$ cat src/rtl/mdio_controller.sv
//------------------------------------------------------------------------------
// Module   : mdio_controller
// Brief    : Serialises one 32-bit MDIO management frame on an MDC = CLK/2
//            clock and captures the 16-bit turnaround-side read data.
// Revision : 1.0  initial release
//------------------------------------------------------------------------------
`default_nettype none

module mdio_controller (
    input  logic        CLK,
    input  logic        RESET,
    input  logic        MDIO_START,
    input  logic [31:0] T_DATA,
    input  logic        MDIO_IN,
    output logic        MDC,
    output logic        MDIO_OUT,
    output logic        MDIO_OE,
    output logic [15:0] RD_DATA,
    output logic        DATA_RDY,
    output logic        MDIO_DONE
);

    localparam logic [1:0] c_IDLE     = 2'd0;
    localparam logic [1:0] c_WRITE    = 2'd1;
    localparam logic [1:0] c_READ     = 2'd2;
    localparam logic [1:0] c_DONE     = 2'd3;

    localparam logic [1:0] c_OP_WRITE = 2'b01;
    localparam logic [1:0] c_OP_READ  = 2'b10;

    logic [1:0]  r_state;
    logic [1:0]  w_next_state;
    logic [4:0]  r_bit_cnt;
    logic        r_phase;
    logic [31:0] r_shift;
    logic [15:0] r_shadow;
    logic [15:0] r_rd_data;
    logic        r_is_read;

    logic [1:0]  w_op;
    logic        w_in_frame;
    logic        w_start_ok;
    logic        w_last_bit;
    logic        w_rx_sample;

    assign w_op        = T_DATA[29:28];
    assign w_in_frame  = (r_state == c_WRITE) || (r_state == c_READ);
    assign w_last_bit  = w_in_frame && r_phase && (&r_bit_cnt);
    // Read data is taken on the edge that closes the MDC-high half of bits 16..31.
    assign w_rx_sample = (r_state == c_READ) && r_phase && r_bit_cnt[4];
    assign w_start_ok  = (r_state == c_IDLE) && (w_next_state != c_IDLE);

    //--------------------------------------------------------------------------
    // State register
    //--------------------------------------------------------------------------
    always_ff @(posedge CLK or negedge RESET) begin
        if (!RESET) begin
            r_state <= c_IDLE;
        end else begin
            r_state <= w_next_state;
        end
    end

    //--------------------------------------------------------------------------
    // Next-state logic
    //--------------------------------------------------------------------------
    always_comb begin
        w_next_state = r_state;
        case (r_state)
            c_IDLE: begin
                if (MDIO_START) begin
                    if (w_op == c_OP_WRITE) begin
                        w_next_state = c_WRITE;
                    end else if (w_op == c_OP_READ) begin
                        w_next_state = c_READ;
                    end
                end
            end
            c_WRITE, c_READ: begin
                if (w_last_bit) begin
                    w_next_state = c_DONE;
                end
            end
            c_DONE: begin
                w_next_state = c_IDLE;
            end
            default: begin
                w_next_state = c_IDLE;
            end
        endcase
    end

    //--------------------------------------------------------------------------
    // Frame datapath: bit counter, MDC phase, transmit and receive shifters
    //--------------------------------------------------------------------------
    always_ff @(posedge CLK or negedge RESET) begin
        if (!RESET) begin
            r_bit_cnt <= 5'd0;
            r_phase   <= 1'b0;
            r_shift   <= 32'd0;
            r_shadow  <= 16'd0;
            r_rd_data <= 16'h0000;
            r_is_read <= 1'b0;
        end else begin
            if (w_start_ok) begin
                r_shift   <= T_DATA;
                r_bit_cnt <= 5'd0;
                r_phase   <= 1'b0;
                r_is_read <= (w_op == c_OP_READ);
            end else if (w_in_frame) begin
                r_phase <= ~r_phase;
                if (r_phase) begin
                    r_shift <= {r_shift[30:0], 1'b0};
                    if (w_last_bit) begin
                        r_bit_cnt <= 5'd0;
                    end else begin
                        r_bit_cnt <= r_bit_cnt + 5'd1;
                    end
                end
            end

            if (w_rx_sample) begin
                r_shadow <= {r_shadow[14:0], MDIO_IN};
            end
            // The final sample bypasses the shadow so RD_DATA is valid in the DONE cycle.
            if (w_rx_sample && (&r_bit_cnt)) begin
                r_rd_data <= {r_shadow[14:0], MDIO_IN};
            end
        end
    end

    //--------------------------------------------------------------------------
    // Output decode
    //--------------------------------------------------------------------------
    always_comb begin
        MDC       = 1'b0;
        MDIO_OUT  = 1'b0;
        MDIO_OE   = 1'b0;
        DATA_RDY  = 1'b0;
        MDIO_DONE = 1'b0;
        case (r_state)
            c_WRITE: begin
                MDC      = r_phase;
                MDIO_OE  = 1'b1;
                MDIO_OUT = r_shift[31];
            end
            c_READ: begin
                MDC      = r_phase;
                MDIO_OE  = ~r_bit_cnt[4];
                MDIO_OUT = ~r_bit_cnt[4] & r_shift[31];
            end
            c_DONE: begin
                MDIO_DONE = 1'b1;
                DATA_RDY  = r_is_read;
            end
            default: begin
                MDC = 1'b0;
            end
        endcase
    end

    assign RD_DATA = r_rd_data;

endmodule

`default_nettype wire

$ cat config.mk
export PLATFORM = sky130hd
export DESIGN_NAME = mdio_controller
export DESIGN_NICKNAME = d
export VERILOG_FILES = /design/src/rtl/mdio_controller.sv
export SDC_FILE = /design/constraint.sdc
export NUM_CORES = 1
export LEC_CHECK = 0
export CORE_ASPECT_RATIO = 0.7
export CORE_MARGIN = 5
export CORE_UTILIZATION = 45
export CTS_CLUSTER_SIZE = 12
export DETAILED_ROUTE_END_ITERATION = 8
export DONT_BUFFER_PORTS = 1
export PLACE_DENSITY = 0.62
export REMOVE_ABC_BUFFERS = 1
export SLEW_MARGIN = 25
export SYNTH_ARGS = -nofsm -noshare
export SYNTH_HDL_FRONTEND = slang
export SYNTH_SLANG_ARGS = --single-unit
export TNS_END_PERCENT = 20
$ cat constraint.sdc
create_clock -name CLK -period 2 [get_ports CLK]
set_input_delay 0 -clock CLK [delete_from_list [all_inputs] [get_ports CLK]]
set_output_delay 0 -clock CLK [all_outputs]
set_load 0.03 [all_outputs]
==> impl_metrics.ini <==
[placement]
portBuffers = 0
dp_hpwl_um = 4041
dp_worst_setup_slack_ns = 0.05293
gp_congestion = 0.7624

[global_route]
track_usage_pct = 13.77
grt_max_degree = 73
overflow = 0
grt_pass1_vias = 2069
antenna_found_initial = 0
grt_pass1_wl_um = 10400

[synth]
synthSimpleGateAreaFrac_pct = 4.850
yosys-top-cells-area = dfrtp_1 52%, mux2_2 18%, mux2_4 12%, mux2_1 3.3%, ha_1 2.2%
synth_edf_count = 0
synth_top_area_share_pct = 52.12
synthAdderAreaFrac_pct = 2.172
syn_area_um2 = 3457
syn_inst = 233
ys_seq_area_share_pct = 52.12
yosysMostFrequentCell = dfrtp_1
yosys_warnings = 0
synth.mux.area_fraction_pct = 34.17
syn_area_per_cell_um2 = 14.84
synth_top_family_by_area = multiplexers
synth_xor_area_share_pct = 0.5067
ys_async_sr_fraction_pct = 100.0
synth_flop_cell = dfrtp_1
ys_ff_latch = 72
synth_commonest_cells = 72 x dfrtp_1, 54 x mux2_2, 28 x mux2_4
synth_top_area_cell = dfrtp_1
ys_types = 36
synth_compound_area_share_pct = 3.511

[timing]
rsz0062_at_grt = no
report.final.hold_viol_count = 0
slew_violations = 0
fin_skew_ns = 0.006126
min_period_over_period_pct = 95.47
fin_crit_ns = 1.909
worst_slack_ns = 0.09067
setup_viol_count_final = 0
slew_headroom_pct = 56.65
worst_slew_pin_slew_ns = 0.6488
max_freq_ghz = 0.5237

[die]
dieArea_um2 = 9563
die_h_um = 83.33
fp.coreArea_um2 = 7385
fp-row-count = 26
initial_utilization_pct = 46.81
num_io_pins = 57
die_width_um = 114.8

[power]
fin_total_pwr_mw = 5.770
cell_internal_pwr_mw = 4.046
swShare_pct = 29.87
power.share.clock_pct = 19.7
p_leak_nw = 2.033
pwr-share-comb_pct = 43.5
power.switching_mw = 1.723
peakVddDrop_mv = 0.7870
p_seq_share_pct = 36.8
power_density_nw_per_um2 = 1360

[detailed_routing]
routed_via_density = 5.052
drt-initial-drc-count = 74
vias = 1960
routed_wl_um = 6189
postRouteAntennaNets = 0
dr.max_layer_used = met4
wl_met2_um = 2830
first_pass_iters = 2
drc = 0
wl_met1_um = 2869
dr_wl_met3_um = 433
wl_per_cell_um = 15.95

[clock_network]
postCtsSetupRepairBufs = 0
clock_path_buffers = 2
clkSinkCount = 72
htreeDepth = 3
cts_buffers = 9
clock_latency_ns = 0.34
cts_tree = built
clk_pin_slew_ns = 0.07
root_buffer = clkbuf_8

[layout]
drive_above_1_share_pct = 40.34
finish.net_count = 328
num_antenna_cells = 0
area_growth_pct = 22.69
final_util_pct = 57.44

[setup_path]
required_ns = 2.23
crit_chain = ha_1 -> and3_1 -> ha_2 -> and2_1 -> nand3_2 -> buf_12 -> mux2_2
critPathTopFamily = simple AND/OR/NAND/NOR gates
end_kind = flip-flop
critPathArrivalTime_ns = 2.14
r2r_slack_ns = 0.09
crit_slowest_cell = dfrtp_1
critPathMaxStageDelay_ns = 0.41
cp_max_fo = 16
crit_buf_inv = 1
worst-setup-path-type = flip-flop to flip-flop
critPathLaunchType = flip-flop

[worst_hold_path]
hp-class = input port to flip-flop

[run_status]
status = complete, no violations

[run]
drv_cap = 0
==> layout by cell type, fill, tap and decap left out, drive strengths merged, types with 2 or more instances in the layout <==
cell and instances:
clkinv 2, mux2i 4, clkbuf 10, nand2b 2
a21oi 7, buf 14, ha 6, dlygate4sd3 36
and2 3, nor2b 2, dfrtp 72, nand3 3
nand2 8, mux2 92, inv 7, or3 2
nand3b 3
==> stage by stage <==
step	cells	setup TNS, ns	hold WS [ns]	instance area [um^2]
6_report	388	0	0.02035	4242
4_1_cts	387	0	0.0007435	4229
3_5_place_dp	336	0	-0.2935	3657
5_1_grt	388	0	0.01437	4242
2_1_floorplan	225	-10.26	-0.2956	3387
3_3_place_gp	336	0	-0.2934	3657
==> power groups by stage <==
stage                     clock [mW]  combinational [mW]  sequential, mW
after detailed placement           0                2.43            2.14
after global routing            1.24                2.71            2.17
after floorplan                    0                1.94            2.09
after global placement             0                2.38            2.13
after CTS                       1.19                2.53            2.12
final                           1.14                2.51            2.13
==> metal layers <==
layer  global-route usage [%]  up-vias
li1                         -      949
met1                    17.55      958
met2                    20.87       47
met3                    6.831        6
met4                    3.518        0
met5                        0        -
==> state kept, by name (all words and copies together), names as in the netlist <==
register and cells:
r_is_read 1, r_bit_cnt 5, r_shift 32, RD_DATA 16
r_phase 1, r_shadow 15, r_state 2
==> path summary, 6_finish.rpt <==
check	from	cells past startpoint	endpoint
worst max-delay path	r_bit_cnt[0]$_DFFE_PN0P_	7	RD_DATA[2]$_DFFE_PN0P_
max in group asynchronous	RESET	2	r_shift[18]$_DFFE_PN0P_
worst max register to register	r_bit_cnt[0]$_DFFE_PN0P_	7	RD_DATA[2]$_DFFE_PN0P_
min in group asynchronous	RESET	2	r_shadow[8]$_DFFE_PN0P_
worst min-delay path	T_DATA[28]	3	r_state[0]$_DFF_PN0_
worst min register to register	r_is_read$_DFFE_PN0N_	1	r_is_read$_DFFE_PN0N_
==> cell type report <==
cell class / count / area (um^2)
clock buffers: 10 / 137.6
repair buffers: 50 / 535.5
fillers: 588 / 3143
well taps: 98 / 122.6
multi-input cells: 147 / 1565
clock inverters: 5 / 56.30
inverters: 6 / 22.52
flip-flops and latches: 72 / 1802
==> repair_timing <==
| action | CTS | global route |
|---|---|---|
| endpoints found under the setup margin | 0 | 16 |
| hold buffers | 36 | 1 |
| resized for setup | 0 | 1 |
| hold endpoints to repair | 109 | 1 |
==> worst min-delay path, cell delays in order <==
cell and delay, ns:
nand2b_1 0.08, a2bb2oi_1 0.08, mux2i_1 0.16
==> cells by family after synthesis <==
logic type	count (synthesis)
AOI/OAI and AO/OA	16
xor gates and xnor gates	2
adders and majority gates	6
buffers and inverters	14
DFF	72
muxes	96
and+or+nand+nor	27
Power figures use the tool's default switching activity.
